**src/rtl/led_breathe.sv**
```systemverilog
// PWM LED driver: off / on / blink / breathe, with duty and mode changes
// applied only at PWM period boundaries so the output never glitches.
module led_breathe #(
  parameter int PRESC    = 390,
  parameter int PWM_W    = 8,
  parameter int STEP_DIV = 4
) (
  input  logic             clk,
  input  logic             rst_n,
  input  logic             en,
  input  logic [1:0]       mode,
  output logic             LED,
  output logic             period_tick,
  output logic [PWM_W-1:0] duty
);

  localparam int PCW  = (PRESC > 1) ? $clog2(PRESC) : 1;
  localparam int SDW  = $clog2(STEP_DIV);
  // per_cnt serves both the blink half-period and the breathe step divider
  localparam int PERW = (PWM_W > SDW) ? PWM_W : SDW;

  localparam logic [PWM_W-1:0] DMAX  = '1;
  localparam logic [PWM_W-1:0] DONE  = PWM_W'(1);
  localparam logic [PCW-1:0]   PLAST = PCW'(PRESC - 1);
  localparam logic [PERW-1:0]  BLAST = PERW'(DMAX);
  localparam logic [PERW-1:0]  SLAST = PERW'(STEP_DIV - 1);

  typedef enum logic [1:0] {M_OFF, M_ON, M_BLINK, M_BREATHE} mode_t;
  typedef enum logic {UP, DOWN} state_t;

  logic [PCW-1:0]   presc_cnt;
  logic [PWM_W-1:0] pwm_cnt;
  logic [PERW-1:0]  per_cnt;
  mode_t            mode_q;
  state_t           state;
  logic             stb, boundary;

  assign stb      = en && (presc_cnt == PLAST);
  assign boundary = stb && (pwm_cnt == DMAX);

  always_ff @(posedge clk or negedge rst_n) begin
    if (!rst_n) begin
      presc_cnt   <= '0;
      pwm_cnt     <= '0;
      per_cnt     <= '0;
      duty        <= '0;
      mode_q      <= M_OFF;
      state       <= UP;
      LED         <= 1'b0;
      period_tick <= 1'b0;
    end else begin
      period_tick <= boundary;
      LED         <= en && ((mode_q == M_ON) || (pwm_cnt < duty));

      if (en) presc_cnt <= (presc_cnt == PLAST) ? '0 : presc_cnt + 1'b1;
      if (stb) pwm_cnt <= pwm_cnt + 1'b1;

      if (boundary) begin
        mode_q <= mode_t'(mode);
        if (mode_t'(mode) != mode_q) begin
          // new mode always starts from a clean slate
          duty    <= '0;
          per_cnt <= '0;
          state   <= UP;
        end else begin
          case (mode_q)
            M_BLINK: begin
              per_cnt <= (per_cnt == BLAST) ? '0 : per_cnt + 1'b1;
              if (per_cnt == BLAST) duty <= (duty == '0) ? DMAX : '0;
            end
            M_BREATHE: begin
              if (per_cnt == SLAST) begin
                per_cnt <= '0;
                if (state == UP) begin
                  duty <= duty + 1'b1;
                  if (duty == DMAX - DONE) state <= DOWN;
                end else begin
                  duty <= duty - 1'b1;
                  if (duty == DONE) state <= UP;
                end
              end else begin
                per_cnt <= per_cnt + 1'b1;
              end
            end
            default: begin
              duty    <= '0;
              per_cnt <= '0;
            end
          endcase
        end
      end
    end
  end

endmodule

```
**config.mk**
```make
export PLATFORM = sky130hd
export DESIGN_NAME = led_breathe
export DESIGN_NICKNAME = d
export VERILOG_FILES = /design/src/rtl/led_breathe.sv
export SDC_FILE = /design/constraint.sdc
export NUM_CORES = 1
export LEC_CHECK = 0
export ABC_AREA = 0
export CAP_MARGIN = 15
export CORE_UTILIZATION = 33
export CTS_CLUSTER_SIZE = 16
export DETAILED_ROUTE_END_ITERATION = 7
export PLACE_DENSITY = 0.6
export SYNTH_ARGS = -nofsm -noshare
export SYNTH_HDL_FRONTEND = slang
export SYNTH_SLANG_ARGS = --single-unit
```
**constraint.sdc**
```tcl
create_clock -name clk -period 6.85 [get_ports clk]
set_clock_uncertainty 0.15 [all_clocks]
set_input_delay 1.0275 -clock clk [delete_from_list [all_inputs] [get_ports clk]]
set_output_delay 1.0275 -clock clk [all_outputs]
set_load 0.03 [all_outputs]
```
==> flow_metrics.env <==
export IMPL_status="finished, violations left"
export IMPL_violations="design-rule violations"
export IMPL_reg2reg_to="duty[3]"
export IMPL_grt_util_all_layers_pct=15.38
export IMPL_synth_nets=280
export IMPL_max_slew_margin_pct=29.09
export IMPL_async_flop_share_pct=100.0
export IMPL_crit_type="in -> reg"
export IMPL_cts_resized_gates=0
export IMPL_powerDensity_nw_per_um2=170.4
export IMPL_fmax_mhz=284.2
export IMPL_wl_mm=5.148
export IMPL_holdCritStartpoint="per_cnt[1]"
export IMPL_yosys_area_top_type_share_pct=41.01
export IMPL_area_growth_pct=13.33
export IMPL_grt_overflow_total=0
export IMPL_cap_violations=0
export IMPL_hold_end="per_cnt[1]"
export IMPL_start_util_pct=34.13
export IMPL_drt_antenna_violating_nets=0
export IMPL_drt_pass1_iter_count=6
export IMPL_cts_root_buf="clkbuf_8"
export IMPL_globalplace_congestion=0.8252
export IMPL_detailed_place_hpwl_mm=3.660
export IMPL_placeableCoreArea_sq_um=6794
export IMPL_cts_tree="done"
export IMPL_clk_pin_slew_worst_paths_ps=80
export IMPL_wl_met2_mm=2.348
export IMPL_p_leak_nw=1.079
export IMPL_hold_viol=0
export IMPL_syn_area_sq_um=2318
export IMPL_synth_area_leaders="dfrtp_1 (41%), ha_1 (8.6%), o21ai_0 (6.5%)"
export IMPL_grt_pass1_wl_mm=9.018
export IMPL_cp_max_fo=12
export IMPL_via_count=1929
export IMPL_worst_r2r_path_depth=5
export IMPL_synth_seq_cells=38
export IMPL_highest_signal_layer="met4"
export IMPL_diodes=0
export IMPL_synth_edf_count=0
export IMPL_wire_per_inst_um=13.91
export IMPL_yosysWarningCount=0
export IMPL_drive_gt1_share_pct=4.380
export IMPL_synth_cells=259
export IMPL_drt_iter0_drc=102
export IMPL_yosysUniqueCellTypes=47
export IMPL_postSynthAreaPerCell_sq_um=8.952
export IMPL_r2r_setup_slack_ps=3880
export IMPL_rows=30
export IMPL_tightest_slew_ps=1054
export IMPL_dieHeight_um=85.82
export IMPL_cts_path_max_buffers=2
export IMPL_yosysTopAreaCell="dfrtp_1"
export IMPL_die_area_sq_um=7365
export IMPL_cts_htree_levels=2
export IMPL_hold_depth=2
export IMPL_worst_setup_path_start_kind="primary input"
export IMPL_finalNetCount=295
export IMPL_postCtsSetupBuffers=0
export IMPL_fin_setup_tns_ps=0
export IMPL_die_w_um=85.82
export IMPL_grt_max_degree=39
export IMPL_cts_sink_count=38
export IMPL_min_period_ps=3519
export IMPL_ir_drop_v=0.00007041
export IMPL_synth_seq_area_share_pct=41.01
export IMPL_grt_antenna_before_repair=0
export IMPL_worst_setup_path_end_kind="register"
export IMPL_met3_length_um=77
export IMPL_clock_latency_ps=290
export IMPL_grt_pass1_vias=1850
export IMPL_hold_class="reg -> reg"
export IMPL_arrival_ps=3550
export IMPL_worstPathRequired_ps=6880
export IMPL_numPortBuffers=14
export IMPL_cts_hold_buf=0
export IMPL_grt_setup_unrepaired="false"
export IMPL_cts_inserted_buffers=5
export IMPL_drc=1
export IMPL_timing_rr_start="presc_cnt[5]"
export IMPL_wl_met1_mm=2.685
export IMPL_worst_hold_slack_ps=353.7
export IMPL_ios=15
export IMPL_ys_flop_type="dfrtp_1"
export IMPL_fin_crit_sh_pct=51.37
export IMPL_setup_viol=0
export IMPL_vias_per_cell=5.214
export IMPL_slew_violations=0
cells by family (layout without fill, tap and decap cells):
group	count (synthesis)	count (layout)	share of synthesized area, %
AO/OA/AOI/OAI	62	62	16.19
XOR/XNOR	13	13	4.911
adder cells (fa/ha/maj)	16	16	8.635
buffers and inverters	18	33	3.021
flip-flops	38	38	41.01
multiplexers	3	3	1.349
AND/OR/NAND/NOR	109	109	24.88
state kept, by name (all words and copies together) (netlist names):
signal       cells
state            1
presc_cnt        9
period_tick      1
mode_q           2
pwm_cnt          8
per_cnt          8
LED              1
duty             8
worst max-delay path: stages:
cell,delay [ps]
clkdlybuf4s50_1,690
nand4_1,220
nor4_1,840
o31ai_1,410
o21ai_0,260
o21ai_1,90
layout make-up:
class,count,area (sq um)
multi-input cells,203,1297
fillers,699,4167
repair buffers,14,135.1
flip-flops and latches,38,950.9
clock inverters,2,10.01
inverters,12,45.04
clock buffers,5,68.82
well taps,96,120.1
placed cells by master (no fill, tap or decap), drive strengths merged, types with 2 or more instances in the layout:
master / synthesis / final
o31a: 5 / 5
dfrtp: 38 / 38
nand2: 29 / 29
xor2: 4 / 4
clkbuf: 5 / 5
a21oi: 5 / 5
inv: 12 / 12
nor2: 17 / 17
nand2b: 3 / 3
or3: 9 / 9
ha: 16 / 16
mux2i: 2 / 2
or4: 2 / 2
and2: 3 / 3
o22ai: 2 / 2
nand4: 11 / 11
nor2b: 2 / 2
nor4: 4 / 4
o31ai: 3 / 3
o21ai: 36 / 36
o41ai: 2 / 2
xnor2: 9 / 9
nor3: 9 / 9
clkdlybuf4s50: 0 / 13
nand3: 8 / 8
clkinv: 0 / 2
and3: 5 / 5
per-stage QoR:
step	total power, mW	cell area, sq um	setup WS, ps	util (%)	cells
finish	0.4478	2628	3331	38.67	370
global route	0.4731	2628	3042	38.67	370
floorplan	0.2910	2318	4318	-	259
detailed placement	0.3050	2549	3019	37.51	363
CTS	0.4574	2628	3330	38.67	370
global placement	0.3040	2549	3232	37.51	363
cell usage after synthesis (2+ instances only):
cell	n
nor2b_1	2
nor3_1	8
nand2_1	29
and3_1	5
o41ai_1	2
o21ai_1	6
or4_1	2
and2_1	3
nand3_1	8
mux2i_1	2
xor2_1	4
xnor2_1	9
clkbuf_1	4
nand4_1	11
dfrtp_1	38
ha_1	16
o31a_1	5
nand2b_1	3
nor2_1	17
o22ai_1	2
inv_1	12
or3_1	8
o21ai_0	30
o31ai_1	3
nor4_1	4
a21oi_1	5
power by group:
| group | total (mW) | switching (mW) | internal [mW] |
|---|---|---|---|
| clock | 0.148 | 0.0800 | 0.0684 |
| combinational | 0.0425 | 0.0245 | 0.0180 |
| sequential | 0.257 | 0.0179 | 0.239 |
how the worst max path moves through the flow:
stage	start	endpoint	depth (start not counted)
finish	en	duty[3]	6
global route	en	duty[3]	6
CTS	en	duty[4]	6
detailed placement	en	duty[3]	6
global placement	en	duty[2]	6
floorplan	mode[0]	duty[2]	5
layer usage:
layer | vias to the layer above | global-route usage, %
met3 | 4 | 2.406
met2 | 17 | 23.49
met1 | 931 | 22.34
li1 | 977 | -
met4 | 0 | 4.848
met5 | - | 0
No activity file was read; power rests on OpenSTA's default activity.
==> RTL edit 1, RTL diff (config.mk and constraints unchanged) <==
Add an input register stage for `en` and `mode`, cleared by the reset; this delays them by one clock.
--- a/src/rtl/led_breathe.sv
+++ b/src/rtl/led_breathe.sv
@@ -29,4 +29,17 @@
   typedef enum logic {UP, DOWN} state_t;
 
+  logic en_q;
+  logic [1:0] mode_r;
+
+  always_ff @(posedge clk or negedge rst_n) begin
+    if (!rst_n) begin
+      en_q   <= '0;
+      mode_r <= '0;
+    end else begin
+      en_q   <= en;
+      mode_r <= mode;
+    end
+  end
+
   logic [PCW-1:0]   presc_cnt;
   logic [PWM_W-1:0] pwm_cnt;
@@ -36,5 +49,5 @@
   logic             stb, boundary;
 
-  assign stb      = en && (presc_cnt == PLAST);
+  assign stb      = en_q && (presc_cnt == PLAST);
   assign boundary = stb && (pwm_cnt == DMAX);
 
@@ -51,12 +64,12 @@
     end else begin
       period_tick <= boundary;
-      LED         <= en && ((mode_q == M_ON) || (pwm_cnt < duty));
+      LED         <= en_q && ((mode_q == M_ON) || (pwm_cnt < duty));
 
-      if (en) presc_cnt <= (presc_cnt == PLAST) ? '0 : presc_cnt + 1'b1;
+      if (en_q) presc_cnt <= (presc_cnt == PLAST) ? '0 : presc_cnt + 1'b1;
       if (stb) pwm_cnt <= pwm_cnt + 1'b1;
 
       if (boundary) begin
-        mode_q <= mode_t'(mode);
-        if (mode_t'(mode) != mode_q) begin
+        mode_q <= mode_t'(mode_r);
+        if (mode_t'(mode_r) != mode_q) begin
           // new mode always starts from a clean slate
           duty    <= '0;
Function: same outputs for any inputs over 10 cycles, from zero or initial values and one cycle with rst_n low; that may be too few to reach the edited logic, so the function may still have changed.
==> RTL edit 1 against the original RTL <==
Routed wire length is 3.8% higher; synthesized area increased by 4.3%; setup slack better by 0.78 ns; largest power group unchanged; final cell count grew 1.9%; highest routed layer unchanged; total power is 6.9% higher; final area grew 4.3%; sequential cell count increased by 3.
==> RTL edit 1: results (changes against the original RTL) <==
Status = finished, final reports clean
Met3 wire len = 222 um (+190%)
Worst IR Drop VDD = 0.000119 V (+69%)
Vias in the first global route = 1837 (-0.70%)
Critical path's largest stage delay = 0.74 ns (-0.10 ns)
YS warnings = 0 (unchanged)
TritonRoute pass-1 iters = 5 (-1)
Gpl congestion = 0.813 (-1.5%)
Slew @ Worst Pin = 0.913 ns (-0.141 ns)
Post-DP Area = 2650 um^2 (+4.1%)
DP HPWL = 3.89 mm (+6.4%)
NumNets Final = 301 (+2.0%)
CP top delay family = buffers and inverters
Sequential cell area fraction in the yosys report = 42.4% (+1.4 points)
Largest net degree at the start of global routing = 42 (+7.7%)
Synth top area cells = dfrtp_1 (42%), ha_1 (8.3%), nand2_1 (5.9%)
Setup slack at placement = 4.19 ns (+1.17 ns)
Area of the multi-input gates = 1320 um^2 (+1.9%)
Vias = 2006 (+4.0%)
P_leak = 0.00117 uW (+8.0%)
1st-iter DRT viols = 143 (+40%)
Metal2 WL = 2.49 mm (+6.0%)
Top post-synthesis cells by count = dfrtp_1 (41), nand2_1 (38), o21ai_0 (21)
Total global-route track usage = 15.2% (-0.18 points)
Global-route wire length before repair = 8.94 mm (-0.92%)
Ratio of cells with drive above 1 in the final layout = 7.83% (+3.4 points)
Largest fanout on the critical path = 9 (-3)
==> RTL edit 1: cell type report <==
type	count	area share (%)
clock buffer	6	2.65
tap	96	4.38
multi-input combinational	205	48.3
clock inverter	2	0.548
inverter	13	1.78
sequential	41	37.4
timing repair buffer	14	4.93
==> RTL edit 1: worst paths after layout <==
| check | from | slack (ns) | cells after the start | end |
|---|---|---|---|---|
| max reg2reg | presc_cnt[5] | 4.16 | 5 | duty[7] |
| min reg2reg | pwm_cnt[6] | 0.36 | 1 | pwm_cnt[6] |
| max | duty[4] | 4.11 | 1 | duty[4] |
| max in group asynchronous | rst_n | 5.27 | 1 | pwm_cnt[6] |
| min | pwm_cnt[6] | 0.36 | 1 | pwm_cnt[6] |
| min in group asynchronous | rst_n | 0.71 | 1 | presc_cnt[2] |
==> RTL edit 1: routing by layer <==
metal	up-vias	track usage [%]
li1	985	-
met1	976	21.1
met2	40	23.9
met3	5	3.30
met4	0	4.47
met5	-	0
==> RTL edit 1: metrics by stage <==
step	hold slack [ns]	std cells
3_3_place_gp	0.336	369
2_1_floorplan	0.307	264
6_report	0.356	377
4_1_cts	0.355	377
5_1_grt	0.382	377
3_5_place_dp	0.346	369
==> RTL edit 1: report_power, final <==
group | internal (uW) | switching [uW]
Combinational | 20.0 | 19.9
Sequential | 256 | 20.4
Clock | 71.9 | 90.6
Total | 348 | 131
==> RTL edit 1: cells by family (layout without fill, tap and decap cells) <==
kind of cell	Yosys count	after routing	synth area share, %
AOI/OAI and AO/OA	60	60	15.6
xor gates and xnor gates	13	13	4.71
adders and majority gates	16	16	8.28
buffers and inverters	18	35	2.85
DFF	41	41	42.4
muxes	1	1	0.414
and+or+nand+nor	115	115	25.7
==> RTL edit 2, RTL diff (config.mk and constraints unchanged) <==
Made on the original files. Set the parameter `PRESC` to 780 (it was 390).
--- a/src/rtl/led_breathe.sv
+++ b/src/rtl/led_breathe.sv
@@ -2,5 +2,5 @@
 // applied only at PWM period boundaries so the output never glitches.
 module led_breathe #(
-  parameter int PRESC    = 390,
+  parameter int PRESC    = 780,
   parameter int PWM_W    = 8,
   parameter int STEP_DIV = 4
Check against the original RTL: same outputs for any inputs over 10 cycles, from zero or initial values and one cycle with rst_n low; that may be too few to reach the edited logic, so the function may still have changed.
==> RTL edit 2 against the original RTL <==
First-iteration DRC count is 86% higher; final cell count down 1.1%; via count increased by 1.9%; sequential share of layout area shrank 0.70 points; worst hold slack improved by 0.0043 ns; count of clock-buffer cells in the layout unchanged; routed wire length increased by 0.87%; total power grew 11%; synthesized area grew 5.1%; setup slack gained 0.38 ns; sequential cell count up 1; final area grew 4.7%.
==> RTL edit 2: results (changes against the original RTL) <==
Total global-route track usage = 15.7% (+0.35 points)
Slew @ Worst Pin = 0.859 ns (-0.195 ns)
Metal2 WL = 2.45 mm (+4.3%)
WL/cell = 14.2 um (+2.0%)
Global-route wire length before repair = 9.35 mm (+3.7%)
Xor/xnor cell area share of the yosys netlist = 5.70% (+0.79 points)
Worst path slowest cell = clkdlybuf4s50_1
Via-per-instance ratio = 5.37 (+3.0%)
Psw = 126 uW (+3.2%)
Synth Area in Compound Gates = 17.2% (+1.0 points)
Met3 wire len = 187 um (+140%)
Yosys cell types = 55 (+17%)
Ratio of cells with drive above 1 in the final layout = 8.15% (+3.8 points)
Max FFs per register = 10 (+1)
R2R Path End = state
Setup slack at placement = 3.38 ns (+0.357 ns)
IO buf count = 14 (unchanged)
Mapped Nets = 277 (-1.1%)
Synth Area in Adders = 7.70% (-0.93 points)
NumNets Final = 290 (-1.7%)
Sequential cell area fraction in the yosys report = 40.1% (-0.95 points)
Synth top area cells = dfrtp_1 (40%), ha_1 (7.7%), nand2_1 (4.6%)
Final worst slack = 3.71 ns (+0.383 ns)
WP data arrival = 3.15 ns (-0.40 ns)
Vias = 1965 (+1.9%)
Hold WS = 0.358 ns (+0.00432 ns)
TritonRoute pass-1 iters = 4 (-2)
Worst reg-to-reg setup slack = 4.41 ns (+0.53 ns)
1st-iter DRT viols = 190 (+86%)
Cells after Synth = 257 (-0.77%)
P_leak = 0.00123 uW (+14%)
HP Start = presc_cnt[6]
FF-to-FF path depth = 6 (+1)
Critical path's largest stage delay = 0.62 ns (-0.22 ns)
Mux cell area share after synthesis = 1.34% (-0.014 points)
DP Cell Count = 359 (-1.1%)
Hold Crit Endpoint = presc_cnt[6]
R2R Path Start = presc_cnt[0]
Largest fanout on the critical path = 11 (-1)
Worst IR Drop VDD = 0.000106 V (+51%)
WL met1 = 2.47 mm (-7.9%)
Status = finished, final reports clean
Asr flop ratio synth = 100% (unchanged)
Fillers = 704 (+0.72%)
Worst Path Buf+Inv = 2 (+1)
WHS Path Cells = 1 (-1)
DP HPWL = 3.79 mm (+3.6%)
Post-DP Area = 2640 um^2 (+3.7%)
## RTL edit 2: changes by cell type after synthesis, sizes merged, moves of 3 or more
cell	before	now
o21ai	36	25
or3	9	1
o31ai	3	9
and3	5	10
nand4	11	6
nor2	17	12
o31a	5	0
a31oi	1	5
a21o	1	4
buf	1	4
nor3	9	12
## RTL edit 2: layout make-up
cell class | instances | area [um^2] | share of cell area (%)
multi-input cells | 198 | 1350 | 49.2
flip-flops and latches | 39 | 976 | 35.5
repair buffers | 14 | 135 | 4.91
well taps | 96 | 120 | 4.37
clock buffers | 5 | 68.8 | 2.50
inverters | 12 | 58.8 | 2.14
clock inverters | 2 | 37.5 | 1.36
## RTL edit 2: power by group through the flow
stage          logic (uW)  clock network [uW]  registers [uW]
2_1_floorplan        37.8                   0             263
5_1_grt              58.3                 206             266
3_5_place_dp         51.9                   0             267
6_report             50.8                 186             262
3_3_place_gp         51.4                   0             267
4_1_cts              52.3                 195             262
## RTL edit 2: worst max path at each step
stage          from    endpoint  depth (start not counted)
2_1_floorplan    en  per_cnt[7]                          6
3_3_place_gp     en       state                          6
3_5_place_dp     en       state                          6
4_1_cts          en       state                          6
5_1_grt          en  per_cnt[5]                          7
6_report         en       state                          6
## RTL edit 2: routing by layer
| layer | up-vias | track usage (%) |
|---|---|---|
| li1 | 963 | - |
| met1 | 959 | 21.7 |
| met2 | 33 | 24.5 |
| met3 | 10 | 2.92 |
| met4 | 0 | 6.11 |
| met5 | - | 0 |
## RTL edit 2: logic make-up after synthesis
family | count (synthesis)
adder cells (fa/ha/maj) | 15
flip-flops | 39
XOR/XNOR | 15
multiplexers | 3
buffers and inverters | 20
AND/OR/NAND/NOR | 102
AO/OA/AOI/OAI | 63
